[src/rtl/key_remap_table_pkg.sv]
// key_remap_table_pkg: shared constants, FSM encoding and one-hot helpers for the key remap table
package key_remap_table_pkg;
  localparam int DEF_NUM_CH = 2;
  localparam int DEF_KEY_W = 7;
  typedef enum logic [1:0] {
    IDLE         = 2'd0,
    WAIT_RELEASE = 2'd1,
    WAIT_PRESS   = 2'd2,
    COMMIT       = 2'd3
  } state_e;
  function automatic int idx_w(input int n);
    return n > 1 ? $clog2(n) : 1;
  endfunction
  function automatic logic is_onehot(input logic [31:0] v);
    return $onehot(v);
  endfunction
  function automatic int onehot_to_idx(input logic [31:0] v);
    int idx;
    idx = 0;
    for (int i = 0; i < 32; i++) if (v[i]) idx = i;
    return idx;
  endfunction
endpackage

[src/rtl/key_remap_table_if.sv]
// key_remap_table_if: keypad-side and control-side signals of the key remap table
interface key_remap_table_if #(
  parameter int NUM_CH = key_remap_table_pkg::DEF_NUM_CH,
  parameter int KEY_W = key_remap_table_pkg::DEF_KEY_W
) ();
  localparam int CH_W = key_remap_table_pkg::idx_w(NUM_CH);
  localparam int SLOT_W = key_remap_table_pkg::idx_w(KEY_W);
  logic [NUM_CH*KEY_W-1:0] keys_in;
  logic [NUM_CH*KEY_W-1:0] keys_out;
  logic                    learn_req;
  logic [CH_W-1:0]         learn_ch;
  logic [SLOT_W-1:0]       learn_slot;
  logic                    learn_cancel;
  logic [NUM_CH-1:0]       restore_req;
  logic                    learn_busy;
  logic                    learn_done;
  logic                    learn_timeout;
  logic [SLOT_W-1:0]       learn_key;
  modport master (
    output keys_in, learn_req, learn_ch, learn_slot, learn_cancel, restore_req,
    input  keys_out, learn_busy, learn_done, learn_timeout, learn_key
  );
  modport slave (
    input  keys_in, learn_req, learn_ch, learn_slot, learn_cancel, restore_req,
    output keys_out, learn_busy, learn_done, learn_timeout, learn_key
  );
endinterface

[src/rtl/key_remap_bank.sv]
// key_remap_bank: one channel's remap table with registered lookup; KEY_REMAP_SWAP_EN keeps the table a permutation on writes
module key_remap_bank import key_remap_table_pkg::*; #(
  parameter int KEY_W = DEF_KEY_W,
  localparam int SLOT_W = idx_w(KEY_W)
) (
  input  logic              clk,
  input  logic              rst,
  input  logic [KEY_W-1:0]  keys_i,
  output logic [KEY_W-1:0]  keys_o,
  input  logic              wr_en_i,
  input  logic [SLOT_W-1:0] wr_phys_i,
  input  logic [SLOT_W-1:0] wr_slot_i,
  input  logic              restore_i
);
  logic [KEY_W-1:0] map_q [KEY_W];
  logic [KEY_W-1:0] keys_d, keys_q, slot_oh;
  assign slot_oh = KEY_W'(1) << wr_slot_i;
  assign keys_o = keys_q;
  // OR together the logical keys of every pressed physical key
  always_comb begin
    keys_d = '0;
    for (int i = 0; i < KEY_W; i++) keys_d = keys_d | (keys_i[i] ? map_q[i] : '0);
  end
`ifdef KEY_REMAP_SWAP_EN
  logic [SLOT_W-1:0] r;
  // find the physical key currently owning the target slot
  always_comb begin
    r = '0;
    for (int i = 0; i < KEY_W; i++) if (map_q[i] == slot_oh) r = SLOT_W'(i);
  end
`endif
  // table and lookup register; restore wins over a write, p's write lands last so r == p is a no-op
  always_ff @(posedge clk or posedge rst) begin
    if (rst) begin
      for (int i = 0; i < KEY_W; i++) map_q[i] <= KEY_W'(1) << i;
      keys_q <= '0;
    end else begin
      keys_q <= keys_d;
      if (restore_i) begin
        for (int i = 0; i < KEY_W; i++) map_q[i] <= KEY_W'(1) << i;
      end else if (wr_en_i) begin
`ifdef KEY_REMAP_SWAP_EN
        map_q[r] <= map_q[wr_phys_i];
`endif
        map_q[wr_phys_i] <= slot_oh;
      end
    end
  end
endmodule

[src/rtl/key_remap_table.sv]
// key_remap_table: per-channel one-hot key remapping with a learn FSM; define KEY_REMAP_SWAP_EN for swap-on-learn
module key_remap_table import key_remap_table_pkg::*; #(
  parameter int NUM_CH = DEF_NUM_CH,
  parameter int KEY_W = DEF_KEY_W,
  parameter int TIMEOUT_CYC = 100000000
) (
  input logic clk,
  input logic rst,
  key_remap_table_if.slave bus
);
  localparam int CH_W = idx_w(NUM_CH);
  localparam int SLOT_W = idx_w(KEY_W);
  localparam int CNT_W = TIMEOUT_CYC > 1 ? $clog2(TIMEOUT_CYC) : 1;
  localparam logic [CNT_W-1:0] CNT_MAX = CNT_W'(TIMEOUT_CYC > 0 ? TIMEOUT_CYC - 1 : 0);
  state_e            state_q, state_d;
  logic [CH_W-1:0]   ch_q, ch_d;
  logic [SLOT_W-1:0] slot_q, slot_d, key_q, key_d;
  logic [CNT_W-1:0]  cnt_q, cnt_d;
  logic              done_q, done_d, to_q, to_d;
  logic [KEY_W-1:0]  keys_ch;
  logic              abort, expired;
  assign keys_ch = bus.keys_in[ch_q*KEY_W +: KEY_W];
  assign abort = bus.learn_cancel || bus.restore_req[ch_q];
  assign expired = TIMEOUT_CYC != 0 && cnt_q == CNT_MAX && (state_q == WAIT_RELEASE || state_q == WAIT_PRESS);
  assign bus.learn_busy = state_q != IDLE;
  assign bus.learn_done = done_q;
  assign bus.learn_timeout = to_q;
  assign bus.learn_key = key_q;
  // learn sequencing; cancel/restore override everything, then timeout, then normal progress
  always_comb begin
    state_d = state_q;
    ch_d = ch_q;
    slot_d = slot_q;
    key_d = key_q;
    cnt_d = cnt_q;
    done_d = 1'b0;
    to_d = 1'b0;
    unique case (state_q)
      IDLE: if (bus.learn_req && 32'(bus.learn_slot) < KEY_W && 32'(bus.learn_ch) < NUM_CH) begin
        state_d = WAIT_RELEASE;
        ch_d = bus.learn_ch;
        slot_d = bus.learn_slot;
        cnt_d = '0;
      end
      WAIT_RELEASE: begin
        cnt_d = cnt_q + 1'b1;
        state_d = keys_ch == '0 ? WAIT_PRESS : WAIT_RELEASE;
      end
      WAIT_PRESS: begin
        cnt_d = cnt_q + 1'b1;
        if (is_onehot(32'(keys_ch))) begin
          state_d = COMMIT;
          key_d = SLOT_W'(onehot_to_idx(32'(keys_ch)));
        end
      end
      default: begin
        state_d = IDLE;
        done_d = 1'b1;
      end
    endcase
    if (state_q != IDLE && (abort || expired)) begin
      state_d = IDLE;
      key_d = key_q;
      done_d = 1'b0;
      to_d = !abort;
    end
  end
  // FSM state, latched request and pulse registers
  always_ff @(posedge clk or posedge rst) begin
    if (rst) begin
      state_q <= IDLE;
      ch_q <= '0;
      slot_q <= '0;
      key_q <= '0;
      cnt_q <= '0;
      done_q <= 1'b0;
      to_q <= 1'b0;
    end else begin
      state_q <= state_d;
      ch_q <= ch_d;
      slot_q <= slot_d;
      key_q <= key_d;
      cnt_q <= cnt_d;
      done_q <= done_d;
      to_q <= to_d;
    end
  end
  for (genvar c = 0; c < NUM_CH; c++) begin : g_bank
    key_remap_bank #(.KEY_W(KEY_W)) u_bank (
      .clk       (clk),
      .rst       (rst),
      .keys_i    (bus.keys_in[c*KEY_W +: KEY_W]),
      .keys_o    (bus.keys_out[c*KEY_W +: KEY_W]),
      .wr_en_i   (done_d && 32'(ch_q) == c),
      .wr_phys_i (key_q),
      .wr_slot_i (slot_q),
      .restore_i (bus.restore_req[c])
    );
  end
endmodule

[src/flat_wrapper.sv]
// flat-port wrapper written by rule: the top's interface ports become plain ports
module key_remap_table_flat import key_remap_table_pkg::*;
#(
  parameter int NUM_CH = DEF_NUM_CH,
  parameter int KEY_W = DEF_KEY_W,
  parameter int TIMEOUT_CYC = 100000000
)
  (clk, rst, bus_keys_in, bus_learn_req, bus_learn_ch, bus_learn_slot, bus_learn_cancel, bus_restore_req, bus_keys_out, bus_learn_busy, bus_learn_done, bus_learn_timeout, bus_learn_key);
  key_remap_table_if #(.NUM_CH(NUM_CH), .KEY_W(KEY_W)) bus_i ();
  input logic clk;
  input logic rst;
  input wire logic [$bits(bus_i.keys_in)-1:0] bus_keys_in;
  input wire logic [$bits(bus_i.learn_req)-1:0] bus_learn_req;
  input wire logic [$bits(bus_i.learn_ch)-1:0] bus_learn_ch;
  input wire logic [$bits(bus_i.learn_slot)-1:0] bus_learn_slot;
  input wire logic [$bits(bus_i.learn_cancel)-1:0] bus_learn_cancel;
  input wire logic [$bits(bus_i.restore_req)-1:0] bus_restore_req;
  output wire logic [$bits(bus_i.keys_out)-1:0] bus_keys_out;
  output wire logic [$bits(bus_i.learn_busy)-1:0] bus_learn_busy;
  output wire logic [$bits(bus_i.learn_done)-1:0] bus_learn_done;
  output wire logic [$bits(bus_i.learn_timeout)-1:0] bus_learn_timeout;
  output wire logic [$bits(bus_i.learn_key)-1:0] bus_learn_key;
  assign bus_i.keys_in = bus_keys_in;
  assign bus_i.learn_req = bus_learn_req;
  assign bus_i.learn_ch = bus_learn_ch;
  assign bus_i.learn_slot = bus_learn_slot;
  assign bus_i.learn_cancel = bus_learn_cancel;
  assign bus_i.restore_req = bus_restore_req;
  assign bus_keys_out = bus_i.keys_out;
  assign bus_learn_busy = bus_i.learn_busy;
  assign bus_learn_done = bus_i.learn_done;
  assign bus_learn_timeout = bus_i.learn_timeout;
  assign bus_learn_key = bus_i.learn_key;
  key_remap_table #(.NUM_CH(NUM_CH), .KEY_W(KEY_W), .TIMEOUT_CYC(TIMEOUT_CYC)) u_core (.clk(clk), .rst(rst), .bus(bus_i));
endmodule
[config.mk]
export PLATFORM = sky130hd
export DESIGN_NAME = key_remap_table_flat
export DESIGN_NICKNAME = d
export VERILOG_FILES = /design/src/rtl/key_remap_table_pkg.sv /design/src/rtl/key_remap_table_if.sv /design/src/rtl/key_remap_bank.sv /design/src/rtl/key_remap_table.sv /design/src/flat_wrapper.sv
export SDC_FILE = /design/constraint.sdc
export NUM_CORES = 1
export LEC_CHECK = 0
export CAP_MARGIN = 15
export CORE_MARGIN = 4
export CORE_UTILIZATION = 43
export CTS_CLUSTER_DIAMETER = 50
export CTS_CLUSTER_SIZE = 30
export DETAILED_ROUTE_END_ITERATION = 10
export PLACE_DENSITY = 0.59
export SLEW_MARGIN = 20
export SYNTH_ARGS = -nofsm -noshare
export SYNTH_HDL_FRONTEND = slang
export SYNTH_SLANG_ARGS = --single-unit
[constraint.sdc]
create_clock -name clk -period 6.8 [get_ports clk]
set_input_delay 1.7 -clock clk [delete_from_list [all_inputs] [get_ports clk]]
set_output_delay 1.7 -clock clk [all_outputs]
set_load 0.05 [all_outputs]
==> out/results.ini, run 1 <==
[sta]
min_period_over_period_pct=78.82
finalSetupViolations=0
rsz0062_at_grt=false
fin_hold_ws_ps=518.2
hold_viol=0
max_slew_margin_pct=39.52
fmax_ghz=0.1866
finClkSkew_ps=13.79
slew_violations=0
finalSetupTns_ps=0
min_period_ps=5360
tightest_slew_ps=907.1

[clock_network]
clock_tree.root_cell=clkbuf_16
clkSinkCount=150
cts_buffer_depth=2
cts_max_level=4
postCtsSetupBuffers=0
cts_buffers=17
cts.clk_slew.worst_paths_ps=60
cts_tree=yes
clk_latency_ps=430
postCtsResizedCells=0
cts_hold_buf=0

[logic_synthesis]
synth_top_cell_area_share_pct=43.86
synth_common_cells=dfrtp_1 (136), mux2i_1 (91), nand2b_1 (84)
synth-compound-area-share_pct=8.692
yosys-top-cells-area=dfrtp_1 (44%), mux2i_1 (12%), nand2b_1 (6.8%), dfstp_2 (4.7%), a22oi_1 (2.7%)
synth_nets=744
yosysUniqueCellTypes=55
synth_edf_count=0
ys_seq_elements=150
synth_top_family_by_area=simple AND/OR/NAND/NOR gates
synthSimpleGateAreaFrac_pct=20.58
synthAdderAreaFrac_pct=3.193
ys_warn_count=0
synth_top_area_cell=dfrtp_1
ys_async_sr_fraction_pct=100.0
synth_mux_area_share_pct=13.38
synthXorXnorAreaFrac_pct=2.032
ys.flop_type=dfrtp_1
ys_seq_area_share_pct=48.61
yosysMostFrequentCell=dfrtp_1
synth.avg_cell_area_um2=11.05
syn_area_um2=7759
syn_inst=702

[placed_design]
dp.cells=936
portBuffers=43
dpl.hpwl_um=13230
place_congestion=0.8834

[min_path]
hp-class=flop to flop

[routing]
via_per_inst=5.764
ant_nets=0
drtIter0Drc=446
drc_errors=0
vias=5580
dr.pass1.iters=5
wl_per_cell_um=20.46
postRouteWirelength_um=19800

[floorplan]
die_w_um=142.3
placeableCoreArea_um2=17480
ioPinCount=44
rows=48
die-area_um2=20260
die_h_um=142.3
start_util_pct=44.39

[layout]
utilization_pct=51.00
fillCellCount=1547
antenna_cells=0
fin_nets=772
area_growth_pct=14.87
layout.cells.non_filler=968
layout-drive-gt1-share_pct=11.31

[flow_run]
drv_cap=0

[power_and_ir_drop]
power_density_nw_per_um2=290.6
peakVddDrop_v=0.0002164
p_leak_nw=4.080
finalPower_mw=2.590

[worst_setup_path]
path_max_fanout=8
start_kind=input port
required_ps=7110
end_kind=flop
path_class=input port to flop
r2r_setup_slack_ps=2660
crit_arrival_ps=5670

[outcome]
status=completed

[global_route]
grt_pass1_wl_um=31550
grt_max_degree=112
grt_usage_pct=20.12
gr-total-overflow=0
antenna_found_initial=0
grt_pass1_vias=5670

## routing by layer
metal | GRT usage [%] | vias up | wire length (um) | part of all wire (%)
met5 | 0 | - | 0 | 0
met4 | 6.103 | 0 | 310 | 1.6
li1 | - | 2563 | - | -
met3 | 4.738 | 27 | 1083 | 5.5
met2 | 32.00 | 161 | 9336 | 47
met1 | 27.55 | 2829 | 9072 | 46
## worst paths after layout
check                                                          to  depth (start not counted)            start
worst min register to register                    u_core.cnt_q[1]                          2  u_core.cnt_q[1]
worst max register to register                  u_core.state_q[1]                         12      u_core.ch_q
worst max-delay path                            u_core.state_q[1]                         13   bus_keys_in[1]
max in group asynchronous       u_core.g_bank[0].u_bank.map_q[38]                          3              rst
worst min-delay path                              u_core.cnt_q[1]                          2  u_core.cnt_q[1]
min in group asynchronous       u_core.g_bank[1].u_bank.keys_o[5]                          2              rst
## kinds of logic after synthesis
kind of cell             count (synthesis)
AO/OA/AOI/OAI                           84
buffers and inverters                   61
multiplexers                           102
flip-flops                             150
AND/OR/NAND/NOR                        269
adder cells (fa/ha/maj)                 18
XOR/XNOR                                18
## stage by stage
step | instance area (um^2) | worst slack [ps]
finish | 8912 | 1440
global route | 8912 | 1250
CTS | 8910 | 1540
detailed placement | 8319 | 1092
global placement | 8319 | 1222
floorplan | 7759 | 1087
## critical path, stage by stage
cell,delay (ps)
clkdlybuf4s50_1,780
mux2_2,290
inv_1,50
ha_1,300
fa_1,520
ha_1,170
inv_1,60
fa_1,400
a211o_1,300
o311ai_0,700
nand2_1,120
a21boi_0,190
o21ai_0,90
## registers in the layout, summed over array words and instances, names as in the netlist
signal,flops
u_core.g_bank.u_bank.map_q,98
u_core.bus.learn_timeout,1
u_core.g_bank.u_bank.keys_o,14
u_core.bus.learn_key,3
u_core.cnt_q,27
u_core.slot_q,3
u_core.bus.learn_done,1
u_core.state_q,2
u_core.ch_q,1
## report_power, final
group	leakage, nW	internal, mW	switching, mW
clock network	0.289	0.549	0.411
registers	2.00	0.923	0.0746
logic	1.79	0.225	0.407
total	4.08	1.70	0.892
## cells in the final DEF (no fill, tap or decap), types with 14 or more instances in the layout
cell type / n
a222oi_1: 14
a22oi_1: 28
clkbuf_16: 17
clkdlybuf4s50_1: 43
dfrtp_1: 136
dfstp_2: 14
ha_1: 15
inv_1: 21
mux2i_1: 91
nand2_1: 40
nand2b_1: 84
nand3_1: 29
nor2_1: 37
xnor2_1: 18
## area by class of cell
cell class | count | area (um^2) | area share, %
clock inverter | 15 | 165.2 | 1.853
timing repair buffer | 47 | 460.4 | 5.166
inverter | 23 | 93.84 | 1.053
sequential | 150 | 3771 | 42.31
multi-input combinational | 491 | 3715 | 41.68
clock buffer | 17 | 425.4 | 4.773
tap | 225 | 281.5 | 3.159
No activity file was read; power rests on OpenSTA's default activity.
==> run 2: changes to the inputs <==
==> constraint.sdc (replaced) <==
create_clock -name clk -period 5.42 [get_ports clk]
set_input_delay 1.355 -clock clk [delete_from_list [all_inputs] [get_ports clk]]
set_output_delay 1.355 -clock clk [all_outputs]
set_load 0.05 [all_outputs]
==> out/results.ini, run 2 (same netlist as run 1, synthesis figures left out) <==
[layout]
antenna_cells=0  ; unchanged
largest_reg_flops=98  ; unchanged
final_area_um2=8985  ; +0.81%
layout-drive-gt1-share_pct=12.07  ; +0.76 points
final-seq-area_um2=3771  ; unchanged
top_register=u_core.g_bank.u_bank.map_q
area_growth_pct=15.80
mostFrequentLayoutCell=dfrtp_1
layout_common_cells=dfrtp_1 (136), mux2i_1 (91), nand2b_1 (84)
multiInputGateArea_um2=3715  ; unchanged
fin_nets=783  ; +1.4%
fillCellCount=1540  ; -0.45%

[clock_network]
cts_hold_buf=0  ; unchanged
cts_tree=yes
cts_max_level=4  ; unchanged
cts_buffer_depth=2  ; unchanged
clock_tree.root_cell=clkbuf_16
postCtsSetupBuffers=0  ; unchanged
clk_latency_ps=430  ; about the same
cts_buffers=17  ; unchanged
clkSinkCount=150  ; unchanged
cts.clk_slew.worst_paths_ps=60  ; about the same
postCtsResizedCells=0  ; unchanged

[global_route]
grt_pass1_wl_um=32150  ; +1.9%
grt_pass1_vias=5783  ; +2.0%
grt_usage_pct=20.57  ; +0.45 points
antenna_found_initial=0  ; unchanged
grt_max_degree=106  ; -5.4%
gr-total-overflow=0  ; unchanged

[placed_design]
portBuffers=43  ; unchanged
place_ws_ps=399.0  ; -692.9 ps
dpl.hpwl_um=13660  ; +3.2%
placed_area_um2=8402  ; +0.99%
place_congestion=0.8088  ; -8.4%

[routing]
vias=5644  ; +1.1%
ant_nets=0  ; unchanged
postRouteWirelength_um=20040  ; +1.2%
drtIter0Drc=545  ; +22%
wl_per_cell_um=20.47  ; about the same
drc_errors=0  ; unchanged
dr.pass1.iters=6  ; +1
via_per_inst=5.765  ; about the same

[worst_setup_path]
end_kind=flop
required_ps=5720  ; -1390 ps
path_max_fanout=8  ; unchanged
path_class=input port to flop
crit_path_max_incr_delay_ps=670  ; -110 ps
r2r_cells=11  ; -1
crit_arrival_ps=4950  ; -720 ps
path_cells=clkdlybuf4s50_1 > mux2i_1 > inv_1 > fa_1 > ha_1 > inv_1 > fa_1 > a211o_1 > o21a_1 > and4bb_2 > mux2_2
cp_slowest_cell=clkdlybuf4s50_1
start_kind=input port

[power_and_ir_drop]
peakVddDrop_v=0.0003446  ; +59%
power_density_nw_per_um2=360.2  ; +24%
p_leak_nw=4.118  ; +0.94%
finalPower_mw=3.237  ; +25%

[sta]
fin_hold_ws_ps=517.3  ; -0.9760 ps
finalSetupTns_ps=0  ; unchanged
min_period_over_period_pct=85.79
finalSetupViolations=0  ; unchanged
rsz0062_at_grt=false
setup_ws_ps=770.3  ; -669.8 ps
tightest_slew_ps=977.4  ; +70.21 ps
max_slew_margin_pct=34.84  ; -4.7 points
hold_viol=0  ; unchanged
min_period_ps=4650
fmax_ghz=0.2151
slew_violations=0  ; unchanged
finClkSkew_ps=10.87  ; -2.925 ps

[floorplan]
die_h_um=142.3  ; unchanged
die-area_um2=20260  ; unchanged
ioPinCount=44  ; unchanged
start_util_pct=44.39  ; unchanged
placeableCoreArea_um2=17480  ; unchanged
rows=48  ; unchanged
die_w_um=142.3  ; unchanged

[min_path]
min_path_cells=2  ; unchanged
hp-class=flop to flop

[flow_run]
drv_cap=0  ; unchanged

[outcome]
status=completed

run 2: layout make-up:
cell class                 count  area share [%]
tap                          225           3.133
timing repair buffer          58           6.044
sequential                   150           41.97
multi-input combinational    491           41.35
clock inverter                 8           1.128
inverter                      23           1.017
clock buffer                  24           5.361
run 2: worst paths after layout:
kind,start,end,slack (ps)
worst max-delay path,bus_keys_in[6],u_core.bus.learn_key[1],770
worst min-delay path,u_core.g_bank[0].u_bank.map_q[12],u_core.g_bank[0].u_bank.map_q[12],520
worst max register to register,u_core.ch_q,u_core.bus.learn_key[1],1530
worst min register to register,u_core.g_bank[0].u_bank.map_q[12],u_core.g_bank[0].u_bank.map_q[12],520
max in group asynchronous,rst,u_core.bus.learn_done,3000
min in group asynchronous,rst,u_core.g_bank[1].u_bank.keys_o[5],1500
run 2: through the flow:
| stage | util [%] | std cells |
|---|---|---|
| floorplan | - | 702 |
| global placement | 48.07 | 947 |
| global route | 51.41 | 979 |
| CTS | 51.41 | 979 |
| finish | 51.41 | 979 |
| detailed placement | 48.07 | 947 |
run 2: layer usage:
layer / GRT usage, % / wire (um) / vias to the layer above
met5: 0 / 0 / -
li1: - / - / 2587
met4: 7.254 / 456 / 0
met1: 28.56 / 9031 / 2855
met3: 5.007 / 1099 / 32
met2: 31.70 / 9454 / 170
run 2: power breakdown:
group | internal (mW) | leakage (nW) | total (mW) | switching (mW)
logic | 0.290 | 1.84 | 0.807 | 0.518
clock network | 0.714 | 0.276 | 1.18 | 0.463
registers | 1.16 | 2.00 | 1.25 | 0.0935
total | 2.16 | 4.12 | 3.24 | 1.07
run 2: worst max-delay path, delay by kind of cell:
family | cells | cell delay (ps)
and+or+nand+nor | 1 | 330
buffers and inverters | 3 | 850
adders and majority gates | 3 | 1160
AOI/OAI and AO/OA | 2 | 460
muxes | 2 | 810
==> run 3: changes to the inputs <==
--- a/config.mk
+++ b/config.mk
@@ -12,7 +12,7 @@
 export CTS_CLUSTER_SIZE = 30
 export DETAILED_ROUTE_END_ITERATION = 10
 export PLACE_DENSITY = 0.59
-export SLEW_MARGIN = 20
 export SYNTH_ARGS = -nofsm -noshare
 export SYNTH_HDL_FRONTEND = slang
+export SYNTH_HIERARCHICAL = 1
 export SYNTH_SLANG_ARGS = --single-unit
==> out/results.ini, run 3 <==
[outcome]
status=completed

[floorplan]
ioPinCount=44  ; unchanged
start_util_pct=44.18  ; -0.22 points
rows=47  ; -2.1%
placeableCoreArea_um2=16700  ; -4.4%
die-area_um2=19320  ; -4.6%
die_w_um=139.0  ; -2.3%
die_h_um=139.0  ; -2.3%

[routing]
postRouteWirelength_um=20060  ; about the same
drtIter0Drc=641  ; +18%
dr.pass1.iters=5  ; -1
vias=5867  ; +4.0%
wl_per_cell_um=20.20  ; -1.3%
ant_nets=0  ; unchanged
drc_errors=0  ; unchanged
via_per_inst=5.908  ; +2.5%

[placed_design]
portBuffers=43  ; unchanged
place_ws_ps=448.1  ; +49.14 ps
dpl.hpwl_um=13430  ; -1.6%
place_congestion=0.8101  ; +0.16%

[logic_synthesis]
yosysUniqueCellTypes=54  ; -1.8%
synth_nets=742  ; -0.27%
syn_inst=708  ; +0.85%
ys_seq_elements=150  ; unchanged
synth.avg_cell_area_um2=10.42  ; -5.7%
synth_top_cell_area_share_pct=46.13  ; +2.3 points
yosys-top-cells-area=dfrtp_1 (46%), dfstp_2 (5.0%), nand2_1 (4.9%), mux2i_1 (4.3%), o21ai_0 (4.3%)
ys_async_sr_fraction_pct=100.0  ; unchanged
synth_common_cells=dfrtp_1 (136), nand2_1 (96), o21ai_0 (64)
ys.flop_type=dfrtp_1
synth_edf_count=0  ; unchanged
synth_top_area_cell=dfrtp_1
ys_seq_area_share_pct=51.11  ; +2.5 points
syn_area_um2=7378  ; -4.9%
ys_warn_count=6  ; +6
yosysMostFrequentCell=dfrtp_1

[sta]
min_period_over_period_pct=84.30  ; -1.5 points
slew_violations=0  ; unchanged
min_period_ps=4569  ; -80.39 ps
finalSetupTns_ps=0  ; unchanged
tightest_slew_ps=1118  ; +140.5 ps
hold_viol=0  ; unchanged
finClkSkew_ps=8.928  ; -1.941 ps
setup_ws_ps=850.7  ; +80.39 ps
max_slew_margin_pct=25.39  ; -9.5 points
rsz0062_at_grt=false
fmax_ghz=0.2189  ; +1.8%
finalSetupViolations=0  ; unchanged

[worst_setup_path]
worstReg2RegEnd=u_core/state_q[0]
end_kind=flop
crit_arrival_ps=4880  ; -70 ps
path_class=input port to flop
timing.rr.start=u_core/ch_q
r2r_cells=11  ; unchanged
crit_path_max_incr_delay_ps=500  ; -170 ps
cp_slowest_cell=clkdlybuf4s50_1
path_cells=clkdlybuf4s50_1 > mux2i_1 > fa_1 > fa_1 > inv_1 > fa_1 > fa_1 > nor2_1 > nand2_1 > nand2_1 > nand3_1 > o32ai_1
required_ps=5730  ; about the same
start_kind=input port
r2r_setup_slack_ps=1570  ; +40 ps
cp-startpoint=bus_keys_in[8]
path_max_fanout=3  ; -5
cp_common_cell=fa_1

[layout]
largest_reg_flops=98  ; unchanged
layout-drive-gt1-share_pct=12.81  ; +0.74 points
area_growth_pct=17.59
antenna_cells=0  ; unchanged
fin_nets=794  ; +1.4%
layout_common_cells=dfrtp_1 (136), nand2_1 (96), o21ai_0 (64)
mostFrequentLayoutCell=dfrtp_1
multiInputGateArea_um2=3413  ; -8.1%
fillCellCount=1506  ; -2.2%
top_register=u_core/g_bank.u_bank/map_q
final-seq-area_um2=3771  ; unchanged

[clock_network]
cts_buffer_depth=2  ; unchanged
clkSinkCount=150  ; unchanged
postCtsResizedCells=0  ; unchanged
cts.clk_slew.worst_paths_ps=60  ; about the same
clk_latency_ps=420  ; about the same
postCtsSetupBuffers=0  ; unchanged
cts_tree=yes
cts_max_level=4  ; unchanged
cts_buffers=17  ; unchanged
cts_hold_buf=0  ; unchanged
clock_tree.root_cell=clkbuf_16

[min_path]
holdPathEnd=u_core/g_bank[1].u_bank/map_q[18]
hp-class=flop to flop
worstHoldStart=u_core/g_bank[1].u_bank/map_q[18]
min_path_cells=2  ; unchanged

[global_route]
antenna_found_initial=0  ; unchanged
grt_usage_pct=21.49  ; +0.91 points
gr-total-overflow=0  ; unchanged
grt_pass1_wl_um=33140  ; +3.1%
grt_pass1_vias=5986  ; +3.5%
grt_max_degree=57  ; -46%

[power_and_ir_drop]
peakVddDrop_v=0.0002484  ; -28%
finalPower_mw=3.086  ; -4.7%
p_leak_nw=3.599  ; -13%
power_density_nw_per_um2=355.6  ; -1.3%

[flow_run]
drv_cap=0  ; unchanged

run 3: cell count changes after synthesis, moves of 10 or more:
cell      previous run  this run
nand2b_1            84        12
mux2i_1             91        32
nand2_1             40        96
o21ai_0             10        64
nand3_1             29        61
nand3b_1             0        16
a221o_1             12         0
xor2_1               0        12
clkbuf_1            30        20
run 3: layer usage:
layer,global-route usage [%],wire length (um),up-vias
met5,0,0,-
met4,6.437,338,0
met3,5.207,1265,33
met2,32.68,9134,198
met1,30.69,9323,2949
li1,-,-,2687
run 3: worst max-delay path: cells and delay by family:
kind | cells | cell delay (ps)
adder cells (fa/ha/maj) | 4 | 1800
AND/OR/NAND/NOR | 4 | 580
AO/OA/AOI/OAI | 1 | 270
buffers and inverters | 2 | 550
multiplexers | 1 | 330
run 3: cell families (layout without fill, tap and decap cells):
kind of cell,after synthesis,after routing,share of synthesized area (%)
simple gates,308,308,23.66
flops,150,150,51.11
compound gates,130,130,11.84
buf+inv,46,111,2.696
mux,41,41,5.867
xor+xnor,23,23,2.730
fa+ha+maj,10,10,2.103
run 3: layout make-up:
| type | instances | share of cell area [%] |
|---|---|---|
| clock inverter | 11 | 1.168 |
| clock buffer | 21 | 5.423 |
| timing repair buffer | 64 | 6.778 |
| inverter | 15 | 0.6490 |
| multi-input combinational | 512 | 39.34 |
| sequential | 150 | 43.47 |
| tap | 220 | 3.173 |
run 3: how the worst max path moves through the flow:
stage                              end  cells past startpoint
4_1_cts              u_core/state_q[0]                     12
5_1_grt              u_core/state_q[0]                     12
3_5_place_dp         u_core/state_q[0]                     12
3_3_place_gp         u_core/state_q[0]                     12
6_report             u_core/state_q[0]                     12
2_1_floorplan  u_core/bus.learn_key[1]                      9
run 3: report_power, final:
group          internal, mW  switching (mW)  total [mW]
clock network         0.666           0.468        1.13
logic                 0.241           0.461       0.702
registers              1.16          0.0925        1.25
run 3: per-stage QoR:
stage / cells / hold WS [ps] / area (um^2) / utilization (%)
after floorplan: 708 / 467.7 / 7378 / -
after global placement: 961 / 481.4 / 8104 / 48.52
after detailed placement: 961 / 491.1 / 8104 / 48.52
after CTS: 993 / 501.5 / 8676 / 51.95
after global routing: 993 / 514.3 / 8676 / 51.95
final: 993 / 497.4 / 8676 / 51.95
